--- config.mk ---
export PLATFORM = sky130hd
export DESIGN_NAME = mem_port_arbiter
export DESIGN_NICKNAME = d
export VERILOG_FILES = /design/src/rtl/mem_arb_pkg.sv /design/src/rtl/arb_grant.sv /design/src/rtl/mem_port_arbiter.sv
export SDC_FILE = /design/constraint.sdc
export NUM_CORES = 1
export LEC_CHECK = 0
export CAP_MARGIN = 15
export CORE_AREA = 3 3 108 110
export CTS_CLUSTER_SIZE = 12
export DETAILED_ROUTE_END_ITERATION = 7
export DIE_AREA = 0 0 111 113
export PLACE_DENSITY = 0.61
export SETUP_SLACK_MARGIN = 0.05
export SYNTH_ARGS = -nofsm -noshare
export SYNTH_HDL_FRONTEND = slang
export SYNTH_HIERARCHICAL = 1
export SYNTH_SLANG_ARGS = --single-unit
--- constraint.sdc ---
create_clock -name clk -period 2.1 [get_ports clk]
set_clock_uncertainty 0.2 [all_clocks]
set_input_delay 0.315 -clock clk [delete_from_list [all_inputs] [get_ports clk]]
set_output_delay 0.315 -clock clk [all_outputs]
set_load 0.02 [all_outputs]
--- src/rtl/mem_arb_pkg.sv ---
// Shared encodings for the fetch/data memory port arbiter: FSM states and transaction owner.
// Also provides the helper used by the grant chooser to pick the opposite requester.
package mem_arb_pkg;

  localparam int unsigned AddrW = 32;
  localparam int unsigned DataW = 32;
  localparam int unsigned StrbW = 4;

  typedef enum logic [1:0] {
    IDLE = 2'd0,
    ADDR = 2'd1,
    RESP = 2'd2
  } state_e;

  typedef enum logic {
    INST = 1'b0,
    DATA = 1'b1
  } owner_e;

  function automatic owner_e otherOwner(input owner_e o);
    return (o == INST) ? DATA : INST;
  endfunction

endpackage

--- src/rtl/arb_grant.sv ---
// Grant chooser: when both sides request, the side not served last wins; a lone requester always wins.
// Fixed DATA priority is obtained by the parent tying last_served to INST.
module arb_grant
  import mem_arb_pkg::*;
(
  input  logic   i_req,
  input  logic   d_req,
  input  owner_e last_served,
  output owner_e grant
);

  always_comb begin
    grant = INST;
    if (i_req && d_req) begin
      grant = otherOwner(last_served);
    end else if (d_req) begin
      grant = DATA;
    end
  end

endmodule

--- src/rtl/mem_port_arbiter.sv ---
// Arbitrates fetch and data requests onto one shared memory port, one transaction in flight.
// Define ARB_ROUND_ROBIN_EN for alternating grants under contention; default is DATA-first priority.
module mem_port_arbiter
  import mem_arb_pkg::*;
(
  input  logic             clk,
  input  logic             resetn,
  input  logic             i_req,
  input  logic [AddrW-1:0] i_addr,
  output logic             i_addr_ok,
  output logic             i_data_ok,
  output logic [DataW-1:0] i_rdata,
  input  logic             i_cancel,
  input  logic             d_req,
  input  logic             d_wr,
  input  logic [StrbW-1:0] d_wstrb,
  input  logic [AddrW-1:0] d_addr,
  input  logic [DataW-1:0] d_wdata,
  output logic             d_addr_ok,
  output logic             d_data_ok,
  output logic [DataW-1:0] d_rdata,
  output logic             m_req,
  output logic             m_wr,
  output logic [StrbW-1:0] m_wstrb,
  output logic [AddrW-1:0] m_addr,
  output logic [DataW-1:0] m_wdata,
  input  logic             m_addr_ok,
  input  logic             m_data_ok,
  input  logic [DataW-1:0] m_rdata
);

  state_e state_q, state_d;
  owner_e owner_q, owner_d;
  logic   discard_q, discard_d;
  owner_e grant;
  owner_e lastServed;
  logic   anyReq;
  logic   instCancel;

  assign anyReq     = i_req || d_req;
  assign instCancel = i_cancel && (owner_q == INST);

  arb_grant u_grant (
    .i_req      (i_req),
    .d_req      (d_req),
    .last_served(lastServed),
    .grant      (grant)
  );

`ifdef ARB_ROUND_ROBIN_EN
  owner_e lastServed_q, lastServed_d;

  assign lastServed = lastServed_q;

  always_comb begin
    lastServed_d = lastServed_q;
    if (state_q == IDLE && anyReq) begin
      lastServed_d = grant;
    end
  end

  always_ff @(posedge clk) begin
    if (!resetn) begin
      lastServed_q <= INST;
    end else begin
      lastServed_q <= lastServed_d;
    end
  end
`else
  // Pretending INST was always served last makes the chooser favour DATA.
  assign lastServed = INST;
`endif

  always_ff @(posedge clk) begin
    if (!resetn) begin
      state_q   <= IDLE;
      owner_q   <= INST;
      discard_q <= 1'b0;
    end else begin
      state_q   <= state_d;
      owner_q   <= owner_d;
      discard_q <= discard_d;
    end
  end

  // A cancelled fetch still runs to completion on the port; only its response is dropped.
  always_comb begin
    state_d   = state_q;
    owner_d   = owner_q;
    discard_d = discard_q;
    unique case (state_q)
      IDLE: begin
        if (anyReq) begin
          state_d   = ADDR;
          owner_d   = grant;
          discard_d = 1'b0;
        end
      end
      ADDR: begin
        if (instCancel) begin
          discard_d = 1'b1;
        end
        if (m_addr_ok) begin
          state_d = RESP;
        end
      end
      RESP: begin
        if (m_data_ok) begin
          state_d   = IDLE;
          discard_d = 1'b0;
        end else if (instCancel) begin
          discard_d = 1'b1;
        end
      end
      default: begin
        state_d = IDLE;
      end
    endcase
  end

  // Handshakes are masked while resetn is low so an abandoned transaction never completes.
  always_comb begin
    m_req     = 1'b0;
    m_wr      = 1'b0;
    m_wstrb   = '0;
    m_addr    = '0;
    m_wdata   = '0;
    i_addr_ok = 1'b0;
    d_addr_ok = 1'b0;
    i_data_ok = 1'b0;
    d_data_ok = 1'b0;
    if (state_q == ADDR) begin
      m_req = 1'b1;
      if (owner_q == DATA) begin
        m_wr      = d_wr;
        m_wstrb   = d_wstrb;
        m_addr    = d_addr;
        m_wdata   = d_wdata;
        d_addr_ok = m_addr_ok && resetn;
      end else begin
        m_addr    = i_addr;
        i_addr_ok = m_addr_ok && resetn;
      end
    end
    if (state_q == RESP && m_data_ok && resetn) begin
      if (owner_q == DATA) begin
        d_data_ok = 1'b1;
      end else begin
        i_data_ok = !discard_q && !i_cancel;
      end
    end
  end

  assign i_rdata = i_data_ok ? m_rdata : '0;
  assign d_rdata = d_data_ok ? m_rdata : '0;

endmodule

== After elaboration in Yosys (flattened, before gate mapping) ==
Cells that the tools add are included.

* Word-level logic and storage cells: 52
* Input port bits: 140
* Flip-flop bits (word level): 4
* Output and inout bits: 138

* Reductions and logical operators: 14
* Equality and inequality tests: 5
* Bitwise logic cells: 1
* Muxes and demuxes: 29

{| class="wikitable"
|+ Operators with widths
! kind !! number
|-
| 32-bit 2-to-1 mux || 6
|-
| 1-bit 2-to-1 mux || 16
|-
| 4-bit 2-to-1 mux || 2
|-
| 1-bit logical AND || 6
|-
| 2-bit 2-to-1 mux || 3
|-
| 2-bit inequality test (second input constant) || 3
|-
| 2-bit one-hot mux with 3 select lines || 1
|-
| 2-bit AND reduction || 2
|-
| 1-bit one-hot mux with 3 select lines || 1
|-
| 3-bit AND reduction || 1
|-
| 3-bit nonzero test || 1
|-
| 2-bit by 1-bit equality test with 1-bit output (second input constant) || 1
|-
| 2-bit equality test (second input constant) || 1
|-
| 1-bit zero test || 2
|-
| 2-bit zero test || 1
|-
| 1-bit logical OR || 1
|-
| 1-bit inverter || 1
|}

== Depth between registers and ports, before layout ==
* Depth in word-level cells: 5
* Depth in mapped cells: 6
* Gate-level depth less buffers: 5

== Hierarchy ==
Netlist, hierarchy kept.

{| class="wikitable"
|+ Modules (own cells, without submodules)
! module !! area each (sq um) !! times used !! seq. area each (sq um) !! cells each
|-
| mem_port_arbiter || 1626.6 || 1 || 80.1 || 225
|-
| arb_grant || 11.3 || 1 || 0.0 || 1
|}

== Least setup slack after synthesis ==
OpenSTA, ideal clock, no wires.

* Path kind: register to output
* Start: register state_q[1]
* End: output port d_addr_ok
* Path buffers: 2
* Data required time: 1.585 ns
* Path slack: 0.022 ns
* Stages on the path, launching flop included: 7
* Data arrival time: 1.563 ns
* Cell sequence: dfxtp_1 inv_1 ha_1 clkbuf_1 clkbuf_1 nand2_1 nor2_1

* Longest elaborated chain between the ends: 2

{| class="wikitable"
|+ RTL lines
! item !! RTL line !! source
|-
| start: declaration || mem_port_arbiter.sv:32 || <nowiki>state_e state_q, state_d;</nowiki>
|-
| start signal: assignment || mem_port_arbiter.sv:80 || <nowiki>state_q <= state_d;</nowiki>
|-
| 2-bit by 1-bit equality test with 1-bit output || mem_port_arbiter.sv:132 || <nowiki>if (state_q == ADDR) begin</nowiki>
|-
| 1-bit 2-to-1 mux || mem_port_arbiter.sv:132 ||
|-
| end: declaration || mem_port_arbiter.sv:19 || <nowiki>output logic d_addr_ok,</nowiki>
|}

No other way between the ends.

== Worst setup path after layout ==
* Start: register state_q[0]
* End: output port i_rdata[10]

* Longest elaborated chain between the ends: 5

{| class="wikitable"
|+ RTL lines
! item !! RTL line !! source
|-
| 2-bit equality test || mem_port_arbiter.sv:145 || <nowiki>if (state_q == RESP && m_data_ok && resetn) begin</nowiki>
|-
| 1-bit logical AND (2 in a row) || mem_port_arbiter.sv:145 ||
|-
| 1-bit 2-to-1 mux || mem_port_arbiter.sv:145 ||
|-
| 32-bit 2-to-1 mux || mem_port_arbiter.sv:154 || <nowiki>assign i_rdata = i_data_ok ? m_rdata : '0;</nowiki>
|-
| end: declaration || mem_port_arbiter.sv:12 || <nowiki>output logic [DataW-1:0] i_rdata,</nowiki>
|}

No other way between the ends.

==> impl_results.md <==
- Status: finished, violations left
- Failing checks: negative setup slack
- Initial Util: 15.18%
- DIE WIDTH: 111 um
- Largest area contributor in the netlist: and2_1
- Worst skew pair latency: 220 ps
- Count leader, synth: and2_1
- Synthesized Nets: 370
- Worst vdd ir: 0.2511 mV
- Routed via count: 2747
- Largest net degree at the start of global routing: 42
- Synth cell count leaders: 60 x and2_1, 37 x and3_1, 34 x mux2i_1, 34 x nor2b_1, 10 x clkbuf_1
- Clk sinks: 4
- Congestion Overflow GR: 0
- Flop pwr share: 6.0%
- CP Cell Sequence: inv_2 > ha_4 > nand3_4 > nor4_4 > buf_6 > buf_6 > clkbuf_16 > and2_4 > buf_6
- First-pass GRT wire length: 14.31 mm
- Largest family of logic cells by synthesized area: simple AND/OR/NAND/NOR gates
- Drt pass-1 iters: 4
- Combinational cell fraction of total power: 85.2%
- Die area: 12540 um2
- Final Slew Violations: 0
- Yosys cell types: 29
- Iter 0 DRT Violations: 92
- Fillcell total: 1083
- Initial antenna violation count: 1
- All-Layer GR Usage: 14.00%
- Root Driver: clkbuf_8
- Xor and xnor area share after synthesis: 0%
- R2R depth: 9
- Max frequency: 465.7 MHz
- Post-place setup slack: -561.1 ps
- Leakage power: 2.382 nW
- Num rows: 38
- Delay-heaviest family, CP: buffers and inverters
- Worst EP required: 1580 ps
- Post-Route WL: 10.41 mm
- Cell area after synthesis: 1638 um2
- Final worst setup slack: -47.12 ps
- Power Density: 370.0 nW/um2
- CTS Hold Bufs: 0
- Synth warnings: 6
- CP Capture Type: output pin
- Area growth, synth to finish: 207.0%
- Clk pwr share: 8.8%
- Mapped Cells: 226
- CTS tree: done
- Synth top area share: 22.92%
- Synth Area in Compound Gates: 3.820%
- Synth Area per Inst: 7.247 um2
- Clk buf depth: 2
- Synth Flop Type: dfxtp_1
- Worst Path Arrival: 1630 ps
- WL/cell: 15.73 um
- Die H: 113 um
- RSZ-0062 raised after global routing: true
- Register area: 86.33 um2
- Gpl congestion: 0.8065
- Core ar.: 10790 um2
- DP Wirelength: 7.819 mm
- Vias in the first global route: 2732
- Tcrit/Tclk final: 102.2%
- Via/cell ratio: 4.150
- Switching power: 804.1 uW
- Synth Register Bits: 4
- Min-Delay Path Class: input port to flip-flop
- I/O pin count: 278
- Multi-input gate area: 1680 um2
- Net Sw Frac: 43.21%
- Final hold vios: 0
- Crit path time final: 2147 ps
- Hold depth: 3
- Async set-reset flop share out of synthesis: 0%
- Multiplexer share of the synthesized area: 20.78%
- Cell mode on critical path: buf_6
- Final core occ: 46.59%
- PortBufs: 277
- CP peak stage delay: 310 ps
- DRC: 0
- Area contributors post-synth: and2_1 23%, mux2i_1 21%, and3_1 14%
- CP Launch Type: flip-flop
- Final net count: 667
- Remaining antenna violation count after routing: 0
- Seq/Total Area, Yosys: 4.889%
- Internal power: 1.057 mW
- TritonCTS buffer count: 3
- Crit. path cell count: 9
- Adder-cell share of the synthesized area: 3.056%
- Synth Area in Simple Gates: 57.68%
- Final Setup Violations: 44
- Bufs and invs on worst path: 5
- Setup CP Type: flip-flop to output pin
- Max-cap viol count: 0
- CP max FO: 4
- Critical-path top delay cell: dfxtp_2
- Clk pin slew, worst setup/hold paths: 30 ps
- Post-synth EDFFs: 0
- Htree depth: 1
- Share of cells above drive strength 1: 54.70%
## per-stage QoR
step	hold WS, ps	instances	setup TNS [ps]	power, mW	cell area (um2)
after floorplan	252.1	226	0	0.8775	1713
after global placement	368.8	642	-34510	1.716	4776
after detailed placement	384.6	642	-36510	1.728	4776
after CTS	403.9	653	-3423	1.840	4876
after global routing	385.8	662	-4161	1.994	5029
final	350.3	662	-1026	1.861	5029
## cells in the final DEF (no fill, tap or decap), drive strengths merged
master | netlist | layout
clkdlybuf4s15 | 0 | 2
clkdlybuf4s50 | 0 | 136
dfxtp | 4 | 4
o31ai | 1 | 1
nor2b | 34 | 34
o311a | 1 | 1
o21ai | 1 | 1
mux2i | 34 | 34
nor4 | 1 | 1
diode | 0 | 1
o41ai | 1 | 1
clkbuf | 14 | 75
inv | 4 | 4
and2 | 64 | 64
dlymetal6s2s | 0 | 1
nand3 | 1 | 1
and3 | 37 | 37
o211ai | 1 | 1
nor2 | 4 | 4
a21boi | 1 | 1
nand2 | 5 | 5
dlygate4sd2 | 0 | 3
a211oi | 1 | 1
a21oi | 1 | 1
buf | 9 | 101
ha | 4 | 4
conb | 1 | 1
nor3b | 2 | 2
## area by class of cell
cell class                      count  share of cell area (%)
Timing Repair Buffer              315                   60.21
Multi-Input combinational cell    195                   33.42
Tap cell                          140                   3.483
Sequential cell                     4                   1.717
Clock buffer                        3                  0.8211
Inverter                            4                  0.2986
Antenna cell                        1                 0.04976
## cell families after synthesis
group	count (synthesis)
adder cells (fa/ha/maj)	4
other	1
flip-flops	4
buffers and inverters	27
AND/OR/NAND/NOR	148
AO/OA/AOI/OAI	8
multiplexers	34
## path summary, 6_finish.rpt
path	startpoint	slack, ps	to
worst min register to register	owner_q	410	owner_q
worst min-delay path	i_cancel	350	discard_q
worst max-delay path	state_q[0]	-50	i_rdata[10]
worst max register to register	state_q[0]	140	state_q[1]
## power by group through the flow
stage	Sequential, mW	Clock [mW]	Combinational [mW]
after floorplan	0.102	0	0.776
after global routing	0.112	0.171	1.71
after global placement	0.106	0	1.61
after detailed placement	0.106	0	1.62
after CTS	0.111	0.166	1.56
final	0.111	0.164	1.59
## routing by layer
layer	up-vias	wire, um	GRT usage, %
met5	-	0	0
met4	0	79	1.806
met3	6	1017	5.829
met2	153	5622	27.67
met1	1243	3694	13.98
li1	1345	-	-
## timing repair
action	in CTS	in global routing
resized for setup	470	226
setup endpoints to repair	138	133
hold endpoints to repair	0	0
cloned	2	6
setup buffers	6	4
pin swaps	4	13
## worst register-to-register path, stage by stage (launching register included)
cell     delay, ps
dfxtp_2        320
inv_2           50
buf_4          120
buf_4          120
buf_4          130
ha_1           210
nor3b_1        140
buf_4          160
o31ai_1        250
o311a_1        200
## flip-flops by register name (all words and copies together) (netlist names)
signal / cells
state_q: 2
owner_q: 1
discard_q: 1
Power figures use the tool's default switching activity.
